<file path="config.mk">
export PLATFORM = sky130hd
export DESIGN_NAME = seg_scan_ctrl_lxy
export DESIGN_NICKNAME = d
export VERILOG_FILES = /design/src/rtl/seg_scan_ctrl_lxy.sv
export SDC_FILE = /design/constraint.sdc
export NUM_CORES = 1
export LEC_CHECK = 0
export CAP_MARGIN = 10
export CELL_PAD_IN_SITES_DETAIL_PLACEMENT = 0
export CELL_PAD_IN_SITES_GLOBAL_PLACEMENT = 2
export CORE_MARGIN = 2
export CORE_UTILIZATION = 30
export DETAILED_ROUTE_END_ITERATION = 6
export GPL_TIMING_DRIVEN = 0
export PLACE_DENSITY = 0.74
export SLEW_MARGIN = 10
export SYNTH_ARGS = -nofsm -noshare
export SYNTH_HDL_FRONTEND = slang
export SYNTH_SLANG_ARGS = --single-unit
export TNS_END_PERCENT = 10
</file>
<file path="constraint.sdc">
create_clock -name clk -period 2.8 [get_ports clk]
set_input_delay 0.42 -clock clk [delete_from_list [all_inputs] [get_ports clk]]
set_output_delay 0.42 -clock clk [all_outputs]
set_load 0.02 [all_outputs]
</file>
<file path="src/rtl/seg_scan_ctrl_lxy.sv">
// Time-multiplexed scan controller for a common-anode 7-segment display.
// Double-buffers display values and commits them only at frame boundaries.
module seg_scan_ctrl_lxy #(
  parameter int unsigned NUM_DIG = 8,
  parameter int unsigned DWELL   = 50000,
  parameter int unsigned BLANK   = 500
) (
  input  logic                   clk,
  input  logic                   rst,
  input  logic                   upd_valid,
  output logic                   upd_ready,
  input  logic [4*NUM_DIG-1:0]   upd_data,
  input  logic [NUM_DIG-1:0]     upd_dp,
  input  logic [NUM_DIG-1:0]     upd_en,
  output logic [3:0]             dec_code,
  input  logic [7:0]             dec_seg,
  output logic [7:0]             seg_out,
  output logic [NUM_DIG-1:0]     dig_sel,
  output logic                   frame_tick
);

  localparam int unsigned CW = (DWELL > 1) ? $clog2(DWELL) : 1;
  localparam int unsigned IW = $clog2(NUM_DIG);

  typedef enum logic {ST_BLANK, ST_SHOW} state_t;

  state_t                 r_state;
  state_t                 w_state_nxt;
  logic [CW-1:0]          r_cnt;
  logic [CW-1:0]          w_cnt_nxt;
  logic [IW-1:0]          r_idx;
  logic [IW-1:0]          w_idx_nxt;
  logic [4*NUM_DIG-1:0]   r_act_data;
  logic [NUM_DIG-1:0]     r_act_dp;
  logic [NUM_DIG-1:0]     r_act_en;
  logic [4*NUM_DIG-1:0]   r_pend_data;
  logic [NUM_DIG-1:0]     r_pend_dp;
  logic [NUM_DIG-1:0]     r_pend_en;
  logic                   r_pend_full;
  logic [7:0]             r_seg;
  logic [NUM_DIG-1:0]     r_sel;
  logic                   r_tick;
  logic [7:0]             w_seg_nxt;
  logic [NUM_DIG-1:0]     w_sel_nxt;
  logic                   w_cnt_last;
  logic                   w_blank_last;
  logic                   w_idx_last;
  logic                   w_frame_end;
  logic                   w_accept;

  assign w_cnt_last   = (r_cnt == CW'(DWELL - 1));
  assign w_blank_last = (r_cnt == CW'(BLANK - 1));
  assign w_idx_last   = (r_idx == IW'(NUM_DIG - 1));
  assign w_frame_end  = w_cnt_last && w_idx_last;
  assign w_accept     = upd_valid && !r_pend_full;

  assign upd_ready  = !r_pend_full;
  assign dec_code   = r_act_data[{r_idx, 2'b00} +: 4];
  assign seg_out    = r_seg;
  assign dig_sel    = r_sel;
  assign frame_tick = r_tick;

  // Next state, counters and the output image for the coming cycle.
  // When the next state is SHOW, idx and the active set are unchanged, so the
  // decoder output for the current idx is the one that will be displayed.
  always_comb begin
    w_state_nxt = r_state;
    w_cnt_nxt   = w_cnt_last ? '0 : r_cnt + CW'(1);
    w_idx_nxt   = r_idx;
    w_seg_nxt   = 8'hFF;
    w_sel_nxt   = '1;
    case (r_state)
      ST_BLANK: if (w_blank_last) w_state_nxt = ST_SHOW;
      ST_SHOW:  if (w_cnt_last)   w_state_nxt = ST_BLANK;
      default:  w_state_nxt = ST_BLANK;
    endcase
    if (w_cnt_last) w_idx_nxt = w_idx_last ? '0 : r_idx + IW'(1);
    if (w_state_nxt == ST_SHOW && r_act_en[r_idx]) begin
      w_seg_nxt = {dec_seg[7:1], dec_seg[0] & ~r_act_dp[r_idx]};
      w_sel_nxt = ~(NUM_DIG'(1) << r_idx);
    end
  end

  always_ff @(posedge clk) begin
    if (rst) begin
      r_state     <= ST_BLANK;
      r_cnt       <= '0;
      r_idx       <= '0;
      r_act_data  <= '0;
      r_act_dp    <= '0;
      r_act_en    <= '0;
      r_pend_data <= '0;
      r_pend_dp   <= '0;
      r_pend_en   <= '0;
      r_pend_full <= 1'b0;
      r_seg       <= 8'hFF;
      r_sel       <= '1;
      r_tick      <= 1'b0;
    end else begin
      r_state <= w_state_nxt;
      r_cnt   <= w_cnt_nxt;
      r_idx   <= w_idx_nxt;
      r_seg   <= w_seg_nxt;
      r_sel   <= w_sel_nxt;
      r_tick  <= w_frame_end;
      // Commit and accept are exclusive: accept needs an empty pending buffer.
      if (w_frame_end && r_pend_full) begin
        r_act_data  <= r_pend_data;
        r_act_dp    <= r_pend_dp;
        r_act_en    <= r_pend_en;
        r_pend_full <= 1'b0;
      end else if (w_accept) begin
        r_pend_data <= upd_data;
        r_pend_dp   <= upd_dp;
        r_pend_en   <= upd_en;
        r_pend_full <= 1'b1;
      end
    end
  end

endmodule

</file>
# After elaboration in Yosys (flattened, before gate mapping)
# Index checks and enable logic that the tools add are counted.
# op_classes
bitwise_logic,6
shifts,2
eq_ne,3
n_lt_le_gt_ge,1
reduce_logical,9
addsub,2
muxes,8
# ops
operator,count
$shiftx 32x6->4,1
$add 16x1->16 const B,1
$eq 16x16->1 const B,1
$eq 16x9->1 const B,1
$not 8->8,1
$shl 1x3->8 const A,1
$bmux 1 s3,2
$reduce_or 2->1,3
$logic_and 1x1->1,4
$lt 3x4->1 const B,1
$mux 1,4
$not 1->1,4
$add 3x1->3 const B,1
$eq 3x3->1 const B,1
$mux 3,1
$pmux 1 s2,1
$reduce_and 2->1,1
$and 1x1->1,1
$logic_not 1->1,1
# totals
output_inout_bits,22
elab_cells,44
regBits,134
inputBits,59

# Logic depth before layout (Yosys ltp)
# depth
word_depth,6
ltp_mapped,8
ltp_nobuf,5

# Least setup slack after synthesis
# Ideal clock, no wire load.
# synth_timing
kind,flip-flop to output port
startpoint,register r_idx[0]
endpoint,output port dec_code[1]
n_path_buf,2
slack_ns,0.848
path_stages_with_launch,6
t_arrival_ns,1.532
required_ns,2.380
path_cell_list,dfxtp_1 buf_2 buf_2 mux4_2 nand2_1 nand2_1
# synth_between
elab_chain_len,1
# synth_lines
item,line_no,source
start: declaration,31,logic [IW-1:0] r_idx;
start signal: assignment,102,r_idx <= w_idx_nxt;
$shiftx 32x6->4,58,"assign dec_code = r_act_data[{r_idx, 2'b00} +: 4];"
end: declaration,15,"output logic [3:0] dec_code,"
# Every way passes these cells.

# Final worst setup path
# layout_timing
startpoint,register r_idx[0]
endpoint,output port dec_code[3]
# Same word-level chain as after synthesis.

==> summary.txt <==
Die
  • Area inside the core boundary: 0.0172 sq mm
  • Initial standard-cell utilization of the core: between 30% and 40%
  • Row cnt: 48
  • Height of the chip: about 140 um
  • Top Ports: 81
  • Die Wd: 136 um
  • Floorplan die area: 0.0186 sq mm

Clocking
  • Number of buffers created by CTS: 17
  • Cell at the root of the clock tree: sky130_fd_sc_hd__clkbuf_16
  • Max H-tree Level: 4
  • CTS sink cnt: 134
  • Clock insertion delay at the later pin of the skew report: between 0.4 and 0.5 ns
  • Post-CTS Hold Fix Bufs: 0
  • Post-CTS setup buffer count: 0
  • Clock-pin transition on the worst setup and hold timing paths: ~0.06 ns
  • TritonCTS clock tree: built
  • Clock buffer depth: 2

Place
  • Number of I/O port buffers: 80
  • Detailed placement HPWL: 10.7 mm
  • Global placer's final weighted congestion: 0.817
  • Placement Cell Area: 0.00635 sq mm
  • Setup slack after placement: 0.0881 ns

Cells and area
  • Commonest non-fill, non-tap cell in the layout: sky130_fd_sc_hd__dfxtp_1
  • Layout net count: 778
  • Inserted Diodes: 0
  • Final Util: between 40% and 50%
  • Share of layout cells above drive strength 1: roughly 8.7%
  • # fillers: 1730
  • Finished Cell Area: 0.00695 sq mm
  • Syn-to-layout area delta: 32.0%
  • Top library cells by usage in the layout, fill and taps aside: 134 x sky130_fd_sc_hd__dfxtp_1, 122 x sky130_fd_sc_hd__nand2_1, 100 x sky130_fd_sc_hd__a21oi_1

Route
  • Antenna viol nets, final: 0
  • Met2 wire length: roughly 6.7 mm
  • Average wire per standard cell: between 15 and 20 um
  • Vias post-DR: 4568
  • DRC Markers: 0
  • Detailed-routed wire length on met3: between 700 and 800 um
  • Vias per cell: 4.81
  • Highest metal layer with signal wires: met4
  • Final routed wirelength across all metal layers: 14.3 mm
  • Initial drt markers: 241
  • Wire length on met1: 6.62 mm
  • Length of the first detailed-routing pass in iterations: 5

Min path
  • Sink of the worst hold path: r_pend_data[4]$_SDFFE_PP0P_
  • Source of the worst hold timing path: r_pend_data[4]$_SDFFE_PP0P_
  • Worst min-delay path class: flip-flop to flip-flop
  • Worst hold path depth: 2

Global routing
  • Total GRT Usage: 16.0%
  • Initial antenna violation count: 0
  • Largest net degree at the start of global routing: 17
  • Congestion Overflow GR: 0
  • Global-route wire length before repair: ~23 mm
  • Via count of the first global-routing pass: 4528

Yosys
  • Prevailing post-synth register cell: sky130_fd_sc_hd__dfxtp_1
  • Synth unique cells: 39
  • Mapped Area: around 0.0053 sq mm
  • Async set-reset flop share out of synthesis: 0%
  • EDFF count, synth: 0
  • Post-synthesis cell count: around 600
  • Portion of the post-synthesis area used by sequential elements: 51.0%
  • YS warnings: 0
  • Average size of a mapped cell: 8.59 sq um
  • #FFs+latches synth: ~130
  • Mapped Nets: ~680

STA
  • RSZ-0062 raised after global routing: no
  • # setup viols final: 0
  • Setup_tns: 0 ns
  • PnR worst setup slack: 0.147 ns
  • Hold violation count in the final report: 0
  • Slew of the pin with the lowest slew margin: 0.672 ns
  • Maximum clock skew at final layout: 0.0117 ns
  • Number of pins exceeding their max-slew limit in the final report: 0
  • Fraction of the cycle the final worst path needs: 94.7%
  • Max Freq: 0.377 GHz
  • Slew Limit Headroom: 55.2%
  • Fin crit period: about 2.7 ns

Pwr
  • Sequential share of power: 44.9%
  • Clock power frac: 50.2%
  • Int Power: 0.00344 W
  • Post-route total power: about 0.0044 W
  • PD cells: 634 mW/mm^2
  • Leakage power total: 2.39 nW
  • Switching part of the total: 21.9%
  • Combinational share of power: 4.9%
  • Highest ir drop seen on vdd: 623 uV
  • Switching power: ~0.00096 W

Setup path
  • Setup CP Type: flip-flop to output pin
  • Slowest stage delay, CP: about 0.53 ns
  • Kind of launch point of the worst setup path: flip-flop
  • Data arrival at the endpoint of the critical path: 2.23 ns
  • Startpoint of the worst-slack reg-to-reg timing path: r_idx[1]$_SDFFE_PP0N_
  • R2R Setup Slk: 0.35 ns
  • Gate family responsible for the most delay along the worst path: buffers and inverters
  • Required arrival time at the worst endpoint: between 2 and 2.5 ns
  • Critical Path Slowest Stage Cell: sky130_fd_sc_hd__mux4_2
  • Worst path cell trace: buf_4, buf_6, mux4_2, nand2_1, nand2_1, dlygate4sd2_1
  • Buffers & Inverters on Critical Path: 3
  • Endpoint class of the critical path: output pin
  • Cell with the most instances on the worst path: sky130_fd_sc_hd__nand2_1
  • Reg2reg path depth: 8
  • Logic depth of the worst setup path including buffers: 6
  • R2r endpoint: r_act_dp[4]$_SDFFE_PP0P_
  • Critical-path maximum fanout: 10

Flow run
  • Max Cap Violations: 0

Run status
  • Run status: finished, final reports clean
## kinds of logic (layout without fill, tap and decap cells)
| group | count (synthesis) | after routing | share of synthesized area (%) |
|---|---|---|---|
| adder cells (fa/ha/maj) | 7 | 7 | 1.66 |
| buffers and inverters | 58 | 170 | 4.44 |
| AO/OA/AOI/OAI | 154 | 154 | 14.9 |
| multiplexers | 12 | 12 | 5.13 |
| AND/OR/NAND/NOR | 236 | 236 | 20.9 |
| XOR/XNOR | 12 | 12 | 2.00 |
| flip-flops | 134 | 134 | 51.0 |
## repair_timing
item	CTS	global route
resized for setup	7	3
setup endpoints to repair	4	14
cloned	0	0
## metrics by stage
| step | hold slack, ns | instances |
|---|---|---|
| final | 0.453 | 950 |
| after global routing | 0.477 | 950 |
| after CTS | 0.458 | 950 |
| after detailed placement | 0.450 | 918 |
| after global placement | 0.442 | 918 |
| after floorplan | 0.437 | 613 |
## worst register-to-register path, delay by kind of cell (launching register included)
| kind | cells | cell delay, ns |
|---|---|---|
| DFF | 1 | 0.55 |
| buffers and inverters | 3 | 0.82 |
| adders and majority gates | 2 | 0.54 |
| AOI/OAI and AO/OA | 1 | 0.15 |
| and+or+nand+nor | 2 | 0.30 |
## cells in the mapped netlist (all sizes together) (7+ instances only)
library cell | instances | area share, %
mux4 | 12 | 5.1
nand3b | 7 | 1.0
nor2 | 17 | 1.2
o21ai | 49 | 4.7
buf | 13 | 1.2
a21oi | 100 | 9.5
clkbuf | 38 | 2.7
ha | 7 | 1.7
nand3 | 56 | 5.3
nand2 | 122 | 8.7
xnor2 | 10 | 1.7
nand4 | 11 | 1.4
dfxtp | 134 | 51
## worst max-delay path by stage
stage / start / end / slack (ns)
detailed placement: r_idx[0]$_SDFFE_PP0N_ / dec_code[0] / 0.09
floorplan: r_idx[0]$_SDFFE_PP0N_ / dec_code[1] / 0.85
global route: r_idx[0]$_SDFFE_PP0N_ / dec_code[3] / 0.02
finish: r_idx[0]$_SDFFE_PP0N_ / dec_code[3] / 0.15
CTS: r_idx[0]$_SDFFE_PP0N_ / dec_code[0] / 0.06
global placement: r_idx[0]$_SDFFE_PP0N_ / dec_code[0] / 0.11
## power by group through the flow
stage	Combinational, W	Sequential (W)	Clock [W]
2_1_floorplan	0.0000993	0.00201	0
3_3_place_gp	0.000215	0.00202	0
3_5_place_dp	0.000218	0.00202	0
4_1_cts	0.000219	0.00198	0.00227
5_1_grt	0.000241	0.00198	0.00235
6_report	0.000214	0.00198	0.00221
## per-layer routing
layer / global-route usage [%] / vias to the layer above
li1: - / 2329
met1: 20.1 / 2133
met2: 25.9 / 90
met3: 5.33 / 16
met4: 5.38 / 0
met5: 0 / -
## flip-flops by register name (all words and copies together) (netlist names), 3 cells and up
register	flops
r_pend_dp	8
r_act_dp	8
r_idx	3
r_pend_en	8
r_cnt	16
r_act_data	32
seg_out	8
r_pend_data	32
dig_sel	8
r_act_en	8
## layout make-up
| cell class | instances | area (sq um) | area share, % |
|---|---|---|---|
| Clock inverter | 12 | 128 | 1.84 |
| Inverter | 7 | 26.3 | 0.378 |
| Multi-Input combinational cell | 421 | 2350 | 33.8 |
| Timing Repair Buffer | 80 | 796 | 11.5 |
| Clock buffer | 20 | 467 | 6.72 |
| Tap cell | 225 | 282 | 4.05 |
| Sequential cell | 134 | 2680 | 38.6 |
| Buffer | 51 | 219 | 3.15 |
Power figures use the tool's default switching activity.
